## config.mk

```make
export PLATFORM = sky130hd
export DESIGN_NAME = stereo_sample_scheduler
export DESIGN_NICKNAME = d
export VERILOG_FILES = /design/src/rtl/stereo_sample_scheduler.sv
export SDC_FILE = /design/constraint.sdc
export NUM_CORES = 1
export LEC_CHECK = 0
export CORE_MARGIN = 1.5
export CORE_UTILIZATION = 50
export CTS_CLUSTER_SIZE = 25
export DETAILED_ROUTE_END_ITERATION = 10
export PLACE_DENSITY = 0.81
export SETUP_SLACK_MARGIN = 0.15
export SLEW_MARGIN = 20
export SYNTH_ARGS = -nofsm -noshare
export SYNTH_HDL_FRONTEND = slang
export SYNTH_SLANG_ARGS = --single-unit
export TNS_END_PERCENT = 30
```

## constraint.sdc

```tcl
create_clock -name clk -period 3.9 [get_ports clk]
set_clock_uncertainty 0.1 [all_clocks]
set_input_delay 1.17 -clock clk [delete_from_list [all_inputs] [get_ports clk]]
set_output_delay 1.17 -clock clk [all_outputs]
set_load 0.05 [all_outputs]
```

## src/rtl/stereo_sample_scheduler.sv

```systemverilog
// Audio frame-rate scheduler: picks the test tone or the external stereo source once per frame and hands a stereo frame downstream.
// Optional SCHED_STATS_EN adds saturating overrun/timeout event counters.
module stereo_sample_scheduler #(
    parameter int CLK_HZ  = 240000000,
    parameter int FS_HZ   = 32000,
    parameter int DIV     = CLK_HZ / FS_HZ,
    parameter int SRC_LAT = 2,
    parameter int TIMEOUT = 64
) (
    input  logic        clk,
    input  logic        reset,
    input  logic        sel_i,
    input  logic        mute_i,
    output logic        tone_en_o,
    input  logic [15:0] tone_data_i,
    output logic        ext_req_o,
    input  logic        ext_ack_i,
    input  logic [15:0] ext_l_i,
    input  logic [15:0] ext_r_i,
    output logic        frame_valid_o,
    input  logic        frame_ready_i,
    output logic [15:0] frame_l_o,
    output logic [15:0] frame_r_o,
    output logic        overrun_o,
    output logic        timeout_o
`ifdef SCHED_STATS_EN
    ,
    output logic [15:0] overrun_cnt_o,
    output logic [15:0] timeout_cnt_o
`endif
);

    // state     | meaning
    // IDLE      | waiting for the frame tick
    // TONE_REQ  | one-cycle enable to the tone generator
    // TONE_WAIT | waiting SRC_LAT cycles for tone_data
    // EXT_REQ   | requesting an external sample, bounded by TIMEOUT
    // LOAD      | publish captured samples as the output frame

    localparam int CNT_W  = (DIV > 1) ? $clog2(DIV) : 1;
    localparam int WMAX   = (SRC_LAT > TIMEOUT) ? SRC_LAT : TIMEOUT;
    localparam int WAIT_W = $clog2(WMAX + 1);

    localparam logic [CNT_W-1:0]  CNT_LAST  = CNT_W'(DIV - 1);
    localparam logic [WAIT_W-1:0] TONE_LOAD = WAIT_W'(SRC_LAT - 1);
    localparam logic [WAIT_W-1:0] EXT_LOAD  = WAIT_W'(TIMEOUT - 1);

    if (SRC_LAT < 1 || TIMEOUT < 1) begin : g_bad_lat
        $fatal(1, "stereo_sample_scheduler: SRC_LAT and TIMEOUT must be at least 1");
    end
    // A frame must always finish before the next tick arrives.
    if (SRC_LAT + TIMEOUT + 4 >= DIV) begin : g_bad_div
        $fatal(1, "stereo_sample_scheduler: SRC_LAT+TIMEOUT+4 must be below DIV");
    end

    typedef enum logic [2:0] {
        ST_IDLE,
        ST_TONE_REQ,
        ST_TONE_WAIT,
        ST_EXT_REQ,
        ST_LOAD
    } state_t;

    state_t              state_q, state_d;
    logic [CNT_W-1:0]    cnt_q, cnt_d;
    logic [WAIT_W-1:0]   wait_q, wait_d;
    logic [15:0]         cap_l_q, cap_l_d;
    logic [15:0]         cap_r_q, cap_r_d;
    logic [15:0]         frame_l_q, frame_l_d;
    logic [15:0]         frame_r_q, frame_r_d;
    logic                frame_valid_q, frame_valid_d;
    logic                overrun_q, overrun_d;
    logic                timeout_q, timeout_d;
    logic                tick;
    logic                load;

    assign tick  = (cnt_q == CNT_LAST);
    assign cnt_d = tick ? '0 : cnt_q + 1'b1;

    always_ff @(posedge clk) begin
        if (reset) begin
            state_q       <= ST_IDLE;
            cnt_q         <= '0;
            wait_q        <= '0;
            cap_l_q       <= '0;
            cap_r_q       <= '0;
            frame_l_q     <= '0;
            frame_r_q     <= '0;
            frame_valid_q <= 1'b0;
            overrun_q     <= 1'b0;
            timeout_q     <= 1'b0;
        end else begin
            state_q       <= state_d;
            cnt_q         <= cnt_d;
            wait_q        <= wait_d;
            cap_l_q       <= cap_l_d;
            cap_r_q       <= cap_r_d;
            frame_l_q     <= frame_l_d;
            frame_r_q     <= frame_r_d;
            frame_valid_q <= frame_valid_d;
            overrun_q     <= overrun_d;
            timeout_q     <= timeout_d;
        end
    end

    always_comb begin
        state_d   = state_q;
        wait_d    = wait_q;
        cap_l_d   = cap_l_q;
        cap_r_d   = cap_r_q;
        timeout_d = 1'b0;
        tone_en_o = 1'b0;
        ext_req_o = 1'b0;
        load      = 1'b0;

        case (state_q)
            ST_IDLE: begin
                if (tick) begin
                    if (sel_i) begin
                        state_d = ST_EXT_REQ;
                        wait_d  = EXT_LOAD;
                    end else begin
                        state_d = ST_TONE_REQ;
                    end
                end
            end
            ST_TONE_REQ: begin
                tone_en_o = 1'b1;
                wait_d    = TONE_LOAD;
                state_d   = ST_TONE_WAIT;
            end
            ST_TONE_WAIT: begin
                if (wait_q == '0) begin
                    cap_l_d = tone_data_i;
                    cap_r_d = tone_data_i;
                    state_d = ST_LOAD;
                end else begin
                    wait_d = wait_q - 1'b1;
                end
            end
            ST_EXT_REQ: begin
                ext_req_o = 1'b1;
                // An ack in the final allowed cycle still wins over the timeout.
                if (ext_ack_i) begin
                    cap_l_d = ext_l_i;
                    cap_r_d = ext_r_i;
                    state_d = ST_LOAD;
                end else if (wait_q == '0) begin
                    timeout_d = 1'b1;
                    state_d   = ST_LOAD;
                end else begin
                    wait_d = wait_q - 1'b1;
                end
            end
            ST_LOAD: begin
                load    = 1'b1;
                state_d = ST_IDLE;
            end
            default: begin
                state_d = ST_IDLE;
            end
        endcase
    end

    always_comb begin
        frame_l_d     = frame_l_q;
        frame_r_d     = frame_r_q;
        frame_valid_d = frame_valid_q;
        overrun_d     = 1'b0;

        if (load) begin
            frame_l_d     = mute_i ? 16'h0000 : cap_l_q;
            frame_r_d     = mute_i ? 16'h0000 : cap_r_q;
            frame_valid_d = 1'b1;
            overrun_d     = frame_valid_q & ~frame_ready_i;
        end else if (frame_valid_q && frame_ready_i) begin
            frame_valid_d = 1'b0;
        end
    end

    assign frame_valid_o = frame_valid_q;
    assign frame_l_o     = frame_l_q;
    assign frame_r_o     = frame_r_q;
    assign overrun_o     = overrun_q;
    assign timeout_o     = timeout_q;

`ifdef SCHED_STATS_EN
    logic [15:0] ovr_cnt_q;
    logic [15:0] to_cnt_q;

    always_ff @(posedge clk) begin
        if (reset) begin
            ovr_cnt_q <= '0;
            to_cnt_q  <= '0;
        end else begin
            if (overrun_q && (ovr_cnt_q != 16'hFFFF)) begin
                ovr_cnt_q <= ovr_cnt_q + 1'b1;
            end
            if (timeout_q && (to_cnt_q != 16'hFFFF)) begin
                to_cnt_q <= to_cnt_q + 1'b1;
            end
        end
    end

    assign overrun_cnt_o = ovr_cnt_q;
    assign timeout_cnt_o = to_cnt_q;
`else
    // Without statistics, overrun_o and timeout_o pulses are the only event reports.
`endif

endmodule
```

==> results.rst, run 1 <==
.. list-table::
   :header-rows: 1

   * - Metric
     - Value
   * - Gate count of the mapped netlist
     - 392
   * - Yosys top cell area share
     - 48.5%
   * - Element type at the critical path end
     - output pin
   * - Unrepaired setup endpoints after global routing
     - false
   * - Cell internal pwr
     - 1.23 mW
   * - Total count of hold-check failures in the final report
     - 0
   * - Max Fanout on Critical Path
     - 34
   * - Leakage dissipation
     - 1.64 nW
   * - Number of synthesis warnings
     - 0
   * - Number of gates resized after cts
     - 0
   * - WL final
     - 9960 µm
   * - Status
     - finished, final reports clean
   * - Sequential-to-total area share from yosys stat
     - 48.5%
   * - Num ports
     - 91
   * - Mean post-synth cell area
     - 9.47 µm²
   * - Clock latency on the worst-skew pair
     - 370 ps
   * - Final Cycle Share
     - 85.5%
   * - Clock edge transition at the registers on the reported setup and hold paths
     - 90 ps
   * - Dominant cell type by area after synthesis
     - dfxtp_1
   * - Family with the most delay on the worst path
     - buffers and inverters
   * - Global Route Usage Sum
     - 25.8%
   * - Fillcell total
     - 611
   * - Kind of start point of the critical path
     - flop
   * - Sw power
     - 0.415 mW
   * - Class of the worst hold path
     - flop to flop
   * - Hold_buf cts
     - 0
   * - Clock root buffer
     - clkbuf_8
   * - Die ar.
     - 7950 µm²
   * - Global-route wire length before repair
     - 15800 µm
   * - Number of antenna repair diodes
     - 0
   * - Proportion of power drawn by flip-flops and latches
     - 56.3%
   * - Final core area utilization
     - 66.6%
   * - Path type of the worst setup path
     - flop to output pin
   * - Post-CTS repair timing setup buffer count
     - 0
   * - Setup slack, reg-to-reg
     - 1460 ps
   * - Proportion of synthesized flip-flops having asynchronous set or reset
     - 0%
   * - Via count
     - 3394
   * - Headroom to the max-slew limit
     - 57.2%
   * - Deepest clock path buffer count
     - 2
   * - Net Sw Frac
     - 25.3%
   * - Clock buffer count from CTS
     - 9
   * - Port Buffers
     - 90
   * - Number of setup violations in the final report
     - 0
   * - Number of design rule violations left after detail routing
     - 0
   * - Main area contributors after synthesis
     - dfxtp_1, a22o_1, a311oi_1, nand2_1, a21oi_1
   * - Via count of the first global-routing pass
     - 3299
   * - Total clock sinks
     - 90
   * - Number of DRC violations after detailed-routing iteration 0
     - 177
   * - Final nets
     - 526
   * - Number of unique standard cell types used by synthesis
     - 49
   * - Largest net degree at the start of global routing
     - 39
   * - Number of iterations in the first detailed-routing pass
     - 5
   * - Routed length per placed instance
     - 17.4 µm
   * - Site row count
     - 31
   * - TritonCTS clock tree
     - done
   * - Slew Viols, Final
     - 0
   * - Core Region
     - 7210 µm²
   * - Final sum of negative setup slack
     - 0 ps
   * - Horizontal die dimension
     - 89.2 µm
   * - Logic gate share of total power
     - 5.8%
   * - Total buffers and inverters traversed by the critical path
     - 3
   * - Half-perimeter wire length after placement
     - 6920 µm
   * - Crit path max-delay cell type
     - dfxtp_1
   * - Last weighted congestion value of the routability-driven placer
     - 0.874
   * - Fmax achieved
     - 0.300 GHz
   * - Peak supply drop
     - 200 µV
   * - Ordered cell list for the critical path
     - nor2b_2, nand2_1, buf_4, inv_2, buf_12
   * - Overflow left after global routing
     - 0
   * - Number of H-tree levels
     - 3
   * - Cell area after placement
     - 4610 µm²
   * - Post-layout minimum cycle time
     - 3340 ps
   * - Cell Pwr Density
     - 342 nW/µm²
   * - Remaining number of nets flagged by the antenna check after routing
     - 0
   * - Ys flop type
     - dfxtp_1
   * - Post-synth EDFFs
     - 0
   * - Net count of the mapped netlist
     - 449
   * - Fraction of final layout cells with drive strength greater than 1
     - 8.02%
   * - Final instance area
     - 4800 µm²
   * - Maxcap violations
     - 0
   * - Height of the chip
     - 89.2 µm
   * - Post-detailed-route via-to-cell ratio
     - 5.92
   * - Required time of the critical path
     - 2630 ps
   * - Initial core utilization
     - 51.5%
   * - Number of antenna violations at the first check in global routing
     - 0
   * - Slew of the pin with the lowest slew margin
     - 637 ps
   * - Clk network pwr share
     - 38.0%
   * - Data arrival time of the critical path
     - 2070 ps
   * - Area growth, synth to finish
     - 29.4%
   * - Crit path largest cell delay
     - 490 ps
   * - Post-synthesis register bit count
     - 90
   * - Netlist area before placement
     - 3710 µm²
==> final cells by class <==
cell class | count | area, µm² | area share [%]
clock buffers | 9 | 124 | 2.58
clock inverters | 7 | 71.3 | 1.49
inverters | 11 | 41.3 | 0.860
multi-input cells | 259 | 1670 | 34.9
flip-flops and latches | 90 | 1800 | 37.5
well taps | 99 | 124 | 2.58
repair buffers | 98 | 966 | 20.1
==> placed cells by master (no fill, tap or decap), drive strengths merged, types with 2 or more instances in the layout <==
cell type | Yosys | final
dfxtp | 90 | 90
clkdlybuf4s50 | 0 | 88
nand2 | 58 | 58
a21oi | 36 | 36
a22o | 32 | 32
a311oi | 32 | 32
nor2 | 24 | 24
inv | 11 | 15
buf | 15 | 10
xnor2 | 9 | 9
clkbuf | 17 | 9
nor3 | 9 | 9
nand3 | 6 | 6
and2 | 4 | 4
nand4 | 4 | 4
nor4b | 3 | 3
nor4 | 3 | 3
a221oi | 3 | 3
xor2 | 3 | 3
a211oi | 3 | 3
ha | 3 | 3
nor4bb | 2 | 2
nand2b | 2 | 2
a31oi | 2 | 2
or3 | 2 | 2
and4b | 2 | 2
clkinvlp | 0 | 2
==> per-layer routing <==
layer	global-route usage, %	vias to the layer above	routed length [µm]
met3	3.05	24	627
met1	33.9	1628	4240
met2	43.6	147	4860
met4	9.65	0	237
met5	0	-	0
li1	-	1595	-
==> power by group through the flow <==
stage               Combinational, mW  Clock (mW)  Sequential, mW
floorplan                      0.0262           0           0.944
finish                         0.0946       0.623           0.923
detailed placement             0.0930           0           0.945
global route                   0.0995       0.660           0.924
CTS                            0.0938       0.624           0.923
global placement               0.0924           0           0.944
==> worst reg2reg max path, stage by stage, from the launching register on <==
cell and delay [ps]:
dfxtp_1 350, inv_1 100, ha_1 190, or4b_4 490, o41ai_4 230, and2_1 460
buf_4 280, a311oi_1 110
==> flip-flops by register name, summed over array words and instances (netlist names) <==
name	count
cap_l_q	16
cap_r_q	16
cnt_q	13
frame_l_o	16
frame_r_o	16
frame_valid_o	1
overrun_o	1
state_q	3
timeout_o	1
wait_q	7
==> logic make-up after synthesis <==
logic type / synth area share [%]
buffers and inverters: 6.67
flip-flops: 48.5
adder cells (fa/ha/maj): 1.01
AO/OA/AOI/OAI: 25.0
XOR/XNOR: 2.83
AND/OR/NAND/NOR: 15.9
==> synth_stat cells (all sizes together) (2+ instances only) <==
| master | instances |
|---|---|
| nor4b | 3 |
| nor3 | 9 |
| xor2 | 3 |
| buf | 15 |
| dfxtp | 90 |
| nand2b | 2 |
| and2 | 4 |
| a311oi | 32 |
| a221oi | 3 |
| nor4bb | 2 |
| a31oi | 2 |
| nand2 | 58 |
| or3 | 2 |
| a22o | 32 |
| xnor2 | 9 |
| nor4 | 3 |
| inv | 11 |
| a21oi | 36 |
| ha | 3 |
| nand4 | 4 |
| clkbuf | 17 |
| nor2 | 24 |
| and4b | 2 |
| nand3 | 6 |
| a211oi | 3 |
==> path summary, 6_finish.rpt <==
kind	startpoint	end	cells past startpoint
setup / recovery	state_q[1]	ext_req_o	5
hold / removal	cnt_q[0]	cnt_q[0]	1
setup reg to reg	wait_q[0]	cap_r_q[2]	7
hold reg to reg	cnt_q[0]	cnt_q[0]	1
==> stage by stage <==
stage | setup slack, ps | instances | hold slack [ps] | total power, mW
after floorplan | 1310 | 392 | 318 | 0.970
after global placement | 895 | 557 | 330 | 1.04
after detailed placement | 831 | 557 | 354 | 1.04
after CTS | 592 | 573 | 373 | 1.64
after global routing | 400 | 573 | 378 | 1.68
final | 565 | 573 | 369 | 1.64
Note: power is estimated with default switching activity, not from simulation.
==> run 2, diff against run 1 <==
--- a/config.mk
+++ b/config.mk
@@ -5,11 +5,13 @@
 export SDC_FILE = /design/constraint.sdc
 export NUM_CORES = 1
 export LEC_CHECK = 0
+export CAP_MARGIN = 20
 export CORE_MARGIN = 1.5
 export CORE_UTILIZATION = 50
 export CTS_CLUSTER_SIZE = 25
 export DETAILED_ROUTE_END_ITERATION = 10
 export PLACE_DENSITY = 0.81
+export REMOVE_ABC_BUFFERS = 1
 export SETUP_SLACK_MARGIN = 0.15
 export SLEW_MARGIN = 20
 export SYNTH_ARGS = -nofsm -noshare
==> run 2 against run 1 <==
- clock power up 11%
- highest routed layer unchanged
- setup slack better by 110 ps
- sequential share of layout area about the same
- combinational power down 4.3%
- largest power group unchanged
- first-iteration DRC count up 1.7%
==> results.rst, run 2 (synthesis gave the netlist of run 1 again) <==
.. list-table::
   :header-rows: 1

   * - Metric
     - Value
   * - Largest net degree at the start of global routing
     - 48
   * - Fmax achieved
     - 0.310 GHz
   * - Met2 Resource Use GR
     - 38.3%
   * - Slew of the pin with the lowest slew margin
     - 940 ps
   * - Cell internal pwr
     - 1.34 mW
   * - Global-route met3 utilization
     - 4.62%
   * - Global-route wire length before repair
     - 15000 µm
   * - Worst slack on hold paths
     - 360 ps
   * - TritonCTS clock tree
     - done
   * - Clock buffer count from CTS
     - 9
   * - Routed length per placed instance
     - 16.7 µm
   * - Maxcap violations
     - 0
   * - Fraction of final layout cells with drive strength greater than 1
     - 7.43%
   * - Clock latency on the worst-skew pair
     - 350 ps
   * - Setup slack, reg-to-reg
     - 1510 ps
   * - Status
     - finished, final reports clean
   * - Clk network pwr share
     - 40.6%
   * - Kind of start point of the critical path
     - flop
   * - Horizontal die dimension
     - 89.2 µm
   * - Logic gate share of total power
     - 5.3%
   * - WL final
     - 9530 µm
   * - Proportion of power drawn by flip-flops and latches
     - 54.1%
   * - Most frequent standard cell in the layout excluding fill and tap cells
     - dfxtp_1
   * - Number of antenna repair diodes
     - 0
   * - Fraction of met1 tracks used by global routing
     - 33.4%
   * - Final Cycle Share
     - 82.7%
   * - Number of antenna violations at the first check in global routing
     - 0
   * - Die ar.
     - 7950 µm²
   * - Post-CTS repair timing setup buffer count
     - 0
   * - Element type at the critical path end
     - output pin
   * - Required time of the critical path
     - 2630 ps
   * - Clock edge transition at the registers on the reported setup and hold paths
     - 80 ps
   * - Initial core utilization
     - 51.5%
   * - Final core area utilization
     - 66.6%
   * - Global Route Usage Sum
     - 24.6%
   * - Slew Viols, Final
     - 0
   * - Commonest cells after routing, fill and taps aside
     - dfxtp_1, clkdlybuf4s50_1, nand2_1
   * - Number of design rule violations left after detail routing
     - 0
   * - Number of iterations in the first detailed-routing pass
     - 4
   * - Final nets
     - 524
   * - Remaining number of nets flagged by the antenna check after routing
     - 0
   * - Leakage dissipation
     - 1.64 nW
   * - Overflow left after global routing
     - 0
   * - Via count of the first global-routing pass
     - 3073
   * - Max Fanout on Critical Path
     - 9
   * - Layer carrying the most global-route usage
     - met2
   * - Deepest clock path buffer count
     - 2
   * - Last weighted congestion value of the routability-driven placer
     - 0.898
   * - Height of the chip
     - 89.2 µm
   * - Class of the worst hold path
     - flop to flop
   * - Cell Pwr Density
     - 355 nW/µm²
   * - Area growth, synth to finish
     - 29.5%
   * - Final sum of negative setup slack
     - 0 ps
   * - Number of gates resized after cts
     - 0
   * - Peak supply drop
     - 193 µV
   * - Sw power
     - 0.372 mW
   * - Number of DRC violations after detailed-routing iteration 0
     - 180
   * - Unrepaired setup endpoints after global routing
     - false
   * - Port Buffers
     - 90
   * - Clock root buffer
     - clkbuf_8
   * - Post-detailed-route via-to-cell ratio
     - 5.85
   * - Net Sw Frac
     - 21.8%
   * - Via count
     - 3333
   * - Headroom to the max-slew limit
     - 37.3%
   * - Site row count
     - 31
   * - Hold_buf cts
     - 0
   * - Half-perimeter wire length after placement
     - 6160 µm
   * - Number of setup violations in the final report
     - 0
   * - Num ports
     - 91
   * - Total count of hold-check failures in the final report
     - 0
   * - Path type of the worst setup path
     - flop to output pin
   * - Number of H-tree levels
     - 3
   * - Total clock sinks
     - 90
   * - Data arrival time of the critical path
     - 1960 ps
   * - Core Region
     - 7210 µm²
   * - Post-layout minimum cycle time
     - 3230 ps
[run 2: cell types whose count changed in the layout (fill, tap and decap cells not counted), sizes merged]
cell,change
clkinvlp,-1
inv,-2
bufinv,+2
buf,-2
[run 2: path summary, 6_finish.rpt]
path / from / to / depth (start not counted)
setup / recovery: state_q[2] / tone_en_o / 3
hold / removal: cnt_q[0] / cnt_q[0] / 1
setup reg to reg: wait_q[0] / cap_l_q[8] / 7
hold reg to reg: cnt_q[0] / cnt_q[0] / 1
[run 2: routing by layer]
metal	part of all wire [%]	wire, µm	vias to the layer above
li1	-	-	1581
met1	43	4130	1590
met2	47	4440	144
met3	7.8	748	18
met4	2.1	202	0
met5	0	0	-
[run 2: final cells by class]
type,instances,area (µm²)
Clock buffer,9,124
Clock inverter,6,90.1
Multi-Input combinational cell,259,1670
Tap cell,99,124
Fill cell,584,2410
Inverter,11,41.3
Timing Repair Buffer,96,951
Sequential cell,90,1800
[run 2: power groups by stage]
| stage | clock, mW | combinational, mW | sequential, mW |
|---|---|---|---|
| final | 0.693 | 0.0905 | 0.923 |
| after detailed placement | 0 | 0.0888 | 0.944 |
| after CTS | 0.702 | 0.0901 | 0.923 |
| after global placement | 0 | 0.0891 | 0.944 |
| after global routing | 0.748 | 0.0967 | 0.923 |
| after floorplan | 0 | 0.0187 | 0.944 |
[run 2: worst max-delay path, stage by stage (launching register included)]
cell and delay [ps]:
dfxtp_1 410, nor2_1 250, and2_1 160, clkdlybuf4s50_1 790
[run 2: through the flow]
| stage | setup WS (ps) | instance area, µm² | power (mW) | std cells |
|---|---|---|---|---|
| 6_report | 673 | 4810 | 1.71 | 570 |
| 5_1_grt | 575 | 4810 | 1.77 | 570 |
| 4_1_cts | 661 | 4810 | 1.72 | 570 |
| 3_5_place_dp | 872 | 4590 | 1.03 | 555 |
| 3_3_place_gp | 954 | 4590 | 1.03 | 555 |
| 2_1_floorplan | -343 | 3510 | 0.963 | 360 |
